==> src/rtl/onehot_arb_pkg.sv <==
// Shared types and helpers for the one-hot round-robin arbiter.
// Holds the FSM state encoding, default sizing and a one-hot to binary encoder.
package onehot_arb_pkg;

  typedef enum logic [1:0] {
    IDLE  = 2'd0,
    GRANT = 2'd1,
    GAP   = 2'd2
  } arb_state_e;

  localparam int DEFAULT_N        = 3;
  localparam int DEFAULT_MAX_HOLD = 8;
  localparam int MAX_N            = 8;

  // OR-reduction encoder: only valid for zero or one-hot inputs, which is all the arbiter feeds it.
  function automatic logic [2:0] onehot_to_index(input logic [MAX_N-1:0] v);
    logic [2:0] idx;
    idx = '0;
    for (int i = 0; i < MAX_N; i++) begin
      if (v[i]) idx = idx | 3'(i);
    end
    return idx;
  endfunction

endpackage

==> src/rtl/rr_pick.sv <==
// Combinational round-robin pick: first set request at or above the one-hot
// pointer, wrapping around, found by searching a doubled request vector.
module rr_pick #(
  parameter int N = 3
) (
  input  logic [N-1:0] req,
  input  logic [N-1:0] ptr,
  output logic [N-1:0] pick,
  output logic         any
);

  logic [2*N-1:0] dreq;
  logic [2*N-1:0] dptr;
  logic [2*N-1:0] first;
  logic           run;
  logic           found;

  assign dreq = {req, req};
  assign dptr = {{N{1'b0}}, ptr};

  // The search is enabled from the pointer position upward; the upper copy supplies the wrap.
  always_comb begin
    first = '0;
    run   = 1'b0;
    found = 1'b0;
    for (int j = 0; j < 2*N; j++) begin
      run = run | dptr[j];
      if (run && dreq[j] && !found) begin
        first[j] = 1'b1;
        found    = 1'b1;
      end
    end
  end

  generate
    for (genvar gi = 0; gi < N; gi++) begin : g_fold
      assign pick[gi] = first[gi] | first[gi+N];
    end
  endgenerate

  assign any = |req;

endmodule

==> src/rtl/onehot_rr_arbiter.sv <==
// Round-robin arbiter with a one-hot rotating priority token, registered
// one-hot/binary grant outputs, a one-cycle gap after release and a hold timeout.
module onehot_rr_arbiter
  import onehot_arb_pkg::*;
#(
  parameter int N        = DEFAULT_N,
  parameter int MAX_HOLD = DEFAULT_MAX_HOLD,
  parameter int IDW      = $clog2(N)
) (
  input  logic           clock,
  input  logic           reset,
  input  logic [N-1:0]   req,
  input  logic           done,
  output logic [N-1:0]   grant,
  output logic [IDW-1:0] grant_id,
  output logic           busy,
  output logic           timeout
);

  localparam int            HW       = (MAX_HOLD < 1) ? 1 : $clog2(MAX_HOLD + 1);
  localparam logic [HW-1:0] HOLD_MAX = HW'(MAX_HOLD);
  localparam bit            HOLD_EN  = (MAX_HOLD != 0);

  arb_state_e     state_reg, state_next;
  logic [N-1:0]   ptr_reg, ptr_next;
  logic [HW-1:0]  hold_cnt_reg, hold_cnt_next;
  logic [N-1:0]   grant_reg, grant_next;
  logic [IDW-1:0] grant_id_reg, grant_id_next;
  logic           busy_reg, busy_next;
  logic           timeout_reg, timeout_next;

  logic [N-1:0]   pick;
  logic           any;
  logic           rel_done;
  logic           rel_drop;
  logic           rel_hold;

  rr_pick #(.N(N)) u_pick (
    .req  (req),
    .ptr  (ptr_reg),
    .pick (pick),
    .any  (any)
  );

  assign rel_done = done;
  assign rel_drop = ~|(req & grant_reg);
  assign rel_hold = HOLD_EN && (hold_cnt_reg == HOLD_MAX);

  always_comb begin
    state_next    = state_reg;
    ptr_next      = ptr_reg;
    hold_cnt_next = hold_cnt_reg;
    grant_next    = grant_reg;
    grant_id_next = grant_id_reg;
    busy_next     = busy_reg;
    timeout_next  = 1'b0;
    case (state_reg)
      IDLE: begin
        if (any) begin
          state_next    = GRANT;
          grant_next    = pick;
          grant_id_next = IDW'(onehot_to_index(MAX_N'(pick)));
          busy_next     = 1'b1;
          hold_cnt_next = HOLD_EN ? HW'(1) : '0;
        end
      end
      GRANT: begin
        if (rel_done || rel_drop || rel_hold) begin
          state_next    = GAP;
          grant_next    = '0;
          grant_id_next = '0;
          busy_next     = 1'b0;
          hold_cnt_next = '0;
          ptr_next      = {grant_reg[N-2:0], grant_reg[N-1]};
          // Only a pure timeout is flagged; a voluntary release on the same edge wins.
          timeout_next  = rel_hold && !rel_done && !rel_drop;
        end else if (HOLD_EN && (hold_cnt_reg != HOLD_MAX)) begin
          hold_cnt_next = hold_cnt_reg + HW'(1);
        end
      end
      GAP: begin
        state_next = IDLE;
      end
      default: begin
        state_next = IDLE;
      end
    endcase
  end

  always_ff @(posedge clock or posedge reset) begin
    if (reset) begin
      state_reg    <= IDLE;
      ptr_reg      <= N'(1);
      hold_cnt_reg <= '0;
      grant_reg    <= '0;
      grant_id_reg <= '0;
      busy_reg     <= 1'b0;
      timeout_reg  <= 1'b0;
    end else begin
      state_reg    <= state_next;
      ptr_reg      <= ptr_next;
      hold_cnt_reg <= hold_cnt_next;
      grant_reg    <= grant_next;
      grant_id_reg <= grant_id_next;
      busy_reg     <= busy_next;
      timeout_reg  <= timeout_next;
    end
  end

  assign grant    = grant_reg;
  assign grant_id = grant_id_reg;
  assign busy     = busy_reg;
  assign timeout  = timeout_reg;

endmodule

==> config.mk <==
export PLATFORM = sky130hd
export DESIGN_NAME = onehot_rr_arbiter
export DESIGN_NICKNAME = d
export VERILOG_FILES = /design/src/rtl/onehot_arb_pkg.sv /design/src/rtl/rr_pick.sv /design/src/rtl/onehot_rr_arbiter.sv
export SDC_FILE = /design/constraint.sdc
export NUM_CORES = 1
export LEC_CHECK = 0
export ABC_AREA = 1
export ABC_CLOCK_PERIOD_IN_PS = 1350
export BUFFER_PORTS_ARGS = -buffer_cell sky130_fd_sc_hd__buf_4
export CAP_MARGIN = 5
export CORE_MARGIN = 4
export CORE_UTILIZATION = 53
export DETAILED_ROUTE_END_ITERATION = 16
export GPL_TIMING_DRIVEN = 0
export HOLD_SLACK_MARGIN = 0.08
export PLACE_DENSITY = 0.8
export SETUP_SLACK_MARGIN = 0.2
export SYNTH_ARGS = -nofsm -noshare
export SYNTH_HDL_FRONTEND = slang
export SYNTH_SLANG_ARGS = --single-unit
==> constraint.sdc <==
create_clock -name clock -period 1.35 [get_ports clock]
set_clock_uncertainty 0.05 [all_clocks]
set_input_delay 0.405 -clock clock [delete_from_list [all_inputs] [get_ports clock]]
set_output_delay 0.405 -clock clock [all_outputs]
set_load 0.05 [all_outputs]
==> results.py <==
metrics = {
    "routing": {
        "drt_first_pass_iters": 7,
        "drc": 0,
        "num_vias": 813,
        "drt-initial-drc-count": 37,
        "viasPerCell": 5.807,
        "drt_wl_total_mm": 2.416,
        "wl_per_cell_um": 17.26,
        "postRouteAntennaNets": 0,
    },
    "synth": {
        "netlist-cell-type-count": 20,
        "synthAdderAreaFrac": 0.03175,
        "synth_top_area_cell": "dfrtp_1",
        "yosys.area_share.simple": 0.3683,
        "yosys-top-cells-area": "dfrtp_1 41%, nand2_1 17%, inv_1 6.7%",
        "synth_xor_area_frac": 0.02222,
        "yosysTopAreaCellShare": 0.4127,
        "ys_ff_latch": 14,
        "syn_avg_cell_area_um2": 7.883,
        "syn_nets": 108,
        "seq_area_frac_synth": 0.4460,
        "synth_top_family_by_area": "simple AND/OR/NAND/NOR gates",
        "yosys_warnings": 0,
        "netlist_area_um2": 788.3,
        "synth_compound_area_frac": 0.03175,
        "synth_mux_area_frac": 0,
        "synthCells": 100,
    },
    "floorplan": {
        "boundaryPins": 13,
        "core_region_area_mm2": 0.001350,
        "die-area_mm2": 0.002168,
        "rows": 13,
        "die_w_um": 46.57,
        "dieHeight_um": 46.57,
        "start_util": 0.5839,
    },
    "clocking": {
        "numCtsBuffers": 3,
        "ctsLongestPathBuffers": 2,
        "cts.htree.levels": 1,
        "cts_sinks": 14,
        "clock_latency_ns": 0.29,
        "cts_tree": "yes",
        "cts_root_buffer": "clkbuf_4",
        "clk_pin_slew_ns": 0.10,
    },
    "worst_setup_path": {
        "cp-end-kind": "primary output",
        "cp-start-kind": "register",
        "critical_path.top_delay_family": "flip-flops",
        "worst_ep_arrival_time_ns": 1.00,
        "crit_type": "reg2out",
        "cp_slowest_cell": "dfrtp_2",
        "path_cells": "buf_6 > buf_8",
        "cp.required_ns": 0.90,
        "cp_max_fo": 3,
        "path_buf_inv": 2,
        "slowest_delay_ns": 0.44,
    },
    "final_layout": {
        "layout_common_cells": "31 x nand2_1, 13 x buf_4, 11 x inv_1",
        "drive_above_1_share": 0.4800,
        "fin_util": 0.8545,
        "final_nets": 134,
        "antenna_cells": 0,
        "syn_to_final_growth_pct": 46.35,
        "final_common_cell": "nand2_1",
        "largest_register_ffs": 4,
        "final_cell_area_mm2": 0.001154,
        "instances_no_fill": 140,
        "fill_cells": 63,
        "seqCellArea_um2": 355.3,
        "multi_input_area_um2": 455.4,
    },
    "place": {
        "gp_congestion": 0.8087,
        "dp_hpwl_mm": 1.302,
        "dpl_cell_area_um2": 908.4,
        "portBuffers": 12,
        "placed_cells": 127,
    },
    "global_routing": {
        "gr-total-overflow": 0,
        "grt_use_total": 0.2175,
        "grt_max_degree": 15,
        "antenna_found_initial": 0,
        "grt_pass1_wl_mm": 3.180,
        "grt_pass1_vias": 710,
    },
    "outcome": {
        "outcome": "finished with violations",
        "failed_checks": "negative setup slack",
    },
    "sta": {
        "finalCritPeriodShare": 1.075,
        "worst_pin_slew_ns": 0.5470,
        "timing.fmax_mhz": 689.0,
        "rsz0062_at_grt": "yes",
        "whs_ns": 0.1012,
        "min_period_ns": 1.451,
        "hold_viol": 0,
        "setup_viol": 5,
        "finalMaxSlewViolations": 0,
        "slew_headroom": 0.6349,
        "fin_ws_ns": -0.1013,
    },
    "run": {
        "cap_violations": 0,
    },
    "power_and_ir_drop": {
        "p_leak_nw": 0.6139,
        "ir_worst_vdd_v": 0.001215,
        "power_mw": 1.522,
        "cellPowerDensity_mw_per_mm2": 1319,
    },
    "min_path": {
        "hp-class": "in2async",
    },
}
==> cells in the mapped netlist <==
cell type,n
nand3_2,4
nor2_8,1
nor3_1,1
nand2_1,35
nor2_2,4
buf_4,2
dfrtp_1,13
o21ai_1,2
o21ai_0,1
nand2_2,3
nor2_1,3
nand3_1,5
ha_1,2
nand3b_1,1
dfstp_2,1
inv_1,14
a21oi_1,2
inv_2,3
xor2_1,2
nand4_1,1
==> final timing paths <==
check                                 start               to  slack [ns]  depth (start not counted)
worst min-delay path                  reset  hold_cnt_reg[0]        0.10                          2
min in group clock                     done          timeout        0.43                          4
worst min register to register   ptr_reg[2]       ptr_reg[2]        0.45                          2
worst max-delay path            grant_id[1]      grant_id[1]       -0.10                          2
worst max register to register   ptr_reg[0]         grant[1]       -0.02                          7
max in group asynchronous             reset         grant[0]        0.76                          2
==> where the power goes <==
group	total, mW	switching [mW]	leakage, nW	internal [mW]
sequential	0.540	0.0601	0.179	0.480
combinational	0.659	0.427	0.414	0.231
clock	0.324	0.159	0.0210	0.165
==> through the flow <==
step | setup slack, ns | TNS [ns]
6_report | -0.1013 | -0.2563
5_1_grt | -0.1284 | -0.4537
4_1_cts | -0.1146 | -0.2689
3_5_place_dp | 0.03728 | 0
3_3_place_gp | 0.06927 | 0
2_1_floorplan | 0.1371 | 0
==> logic make-up after synthesis <==
logic type / after synthesis
and+or+nand+nor: 58
AOI/OAI and AO/OA: 5
buffers and inverters: 19
adders and majority gates: 2
xor gates and xnor gates: 2
DFF: 14
==> per-layer routing <==
layer,GRT usage,vias to the layer above,part of all wire
li1,-,352,-
met1,0.2530,384,0.39
met2,0.3654,63,0.47
met3,0.05078,14,0.092
met4,0.1136,0,0.046
met5,0,-,0
==> final cells by class <==
cell class,instances,share of cell area
inverters,17,0.05748
repair buffers,21,0.1725
clock buffers,4,0.03145
multi-input cells,67,0.3948
well taps,15,0.01627
plain buffers,2,0.01952
flip-flops and latches,14,0.3080
==> timing repair <==
item                                   4_1_cts  5_1_grt
buffers inserted                             6        3
resized for setup                           27        8
pin swaps                                    5        7
setup endpoints to repair                   20       21
endpoints found under the hold margin        0        0
hold buffers                                 0        0
Note: power is estimated with default switching activity, not from simulation.
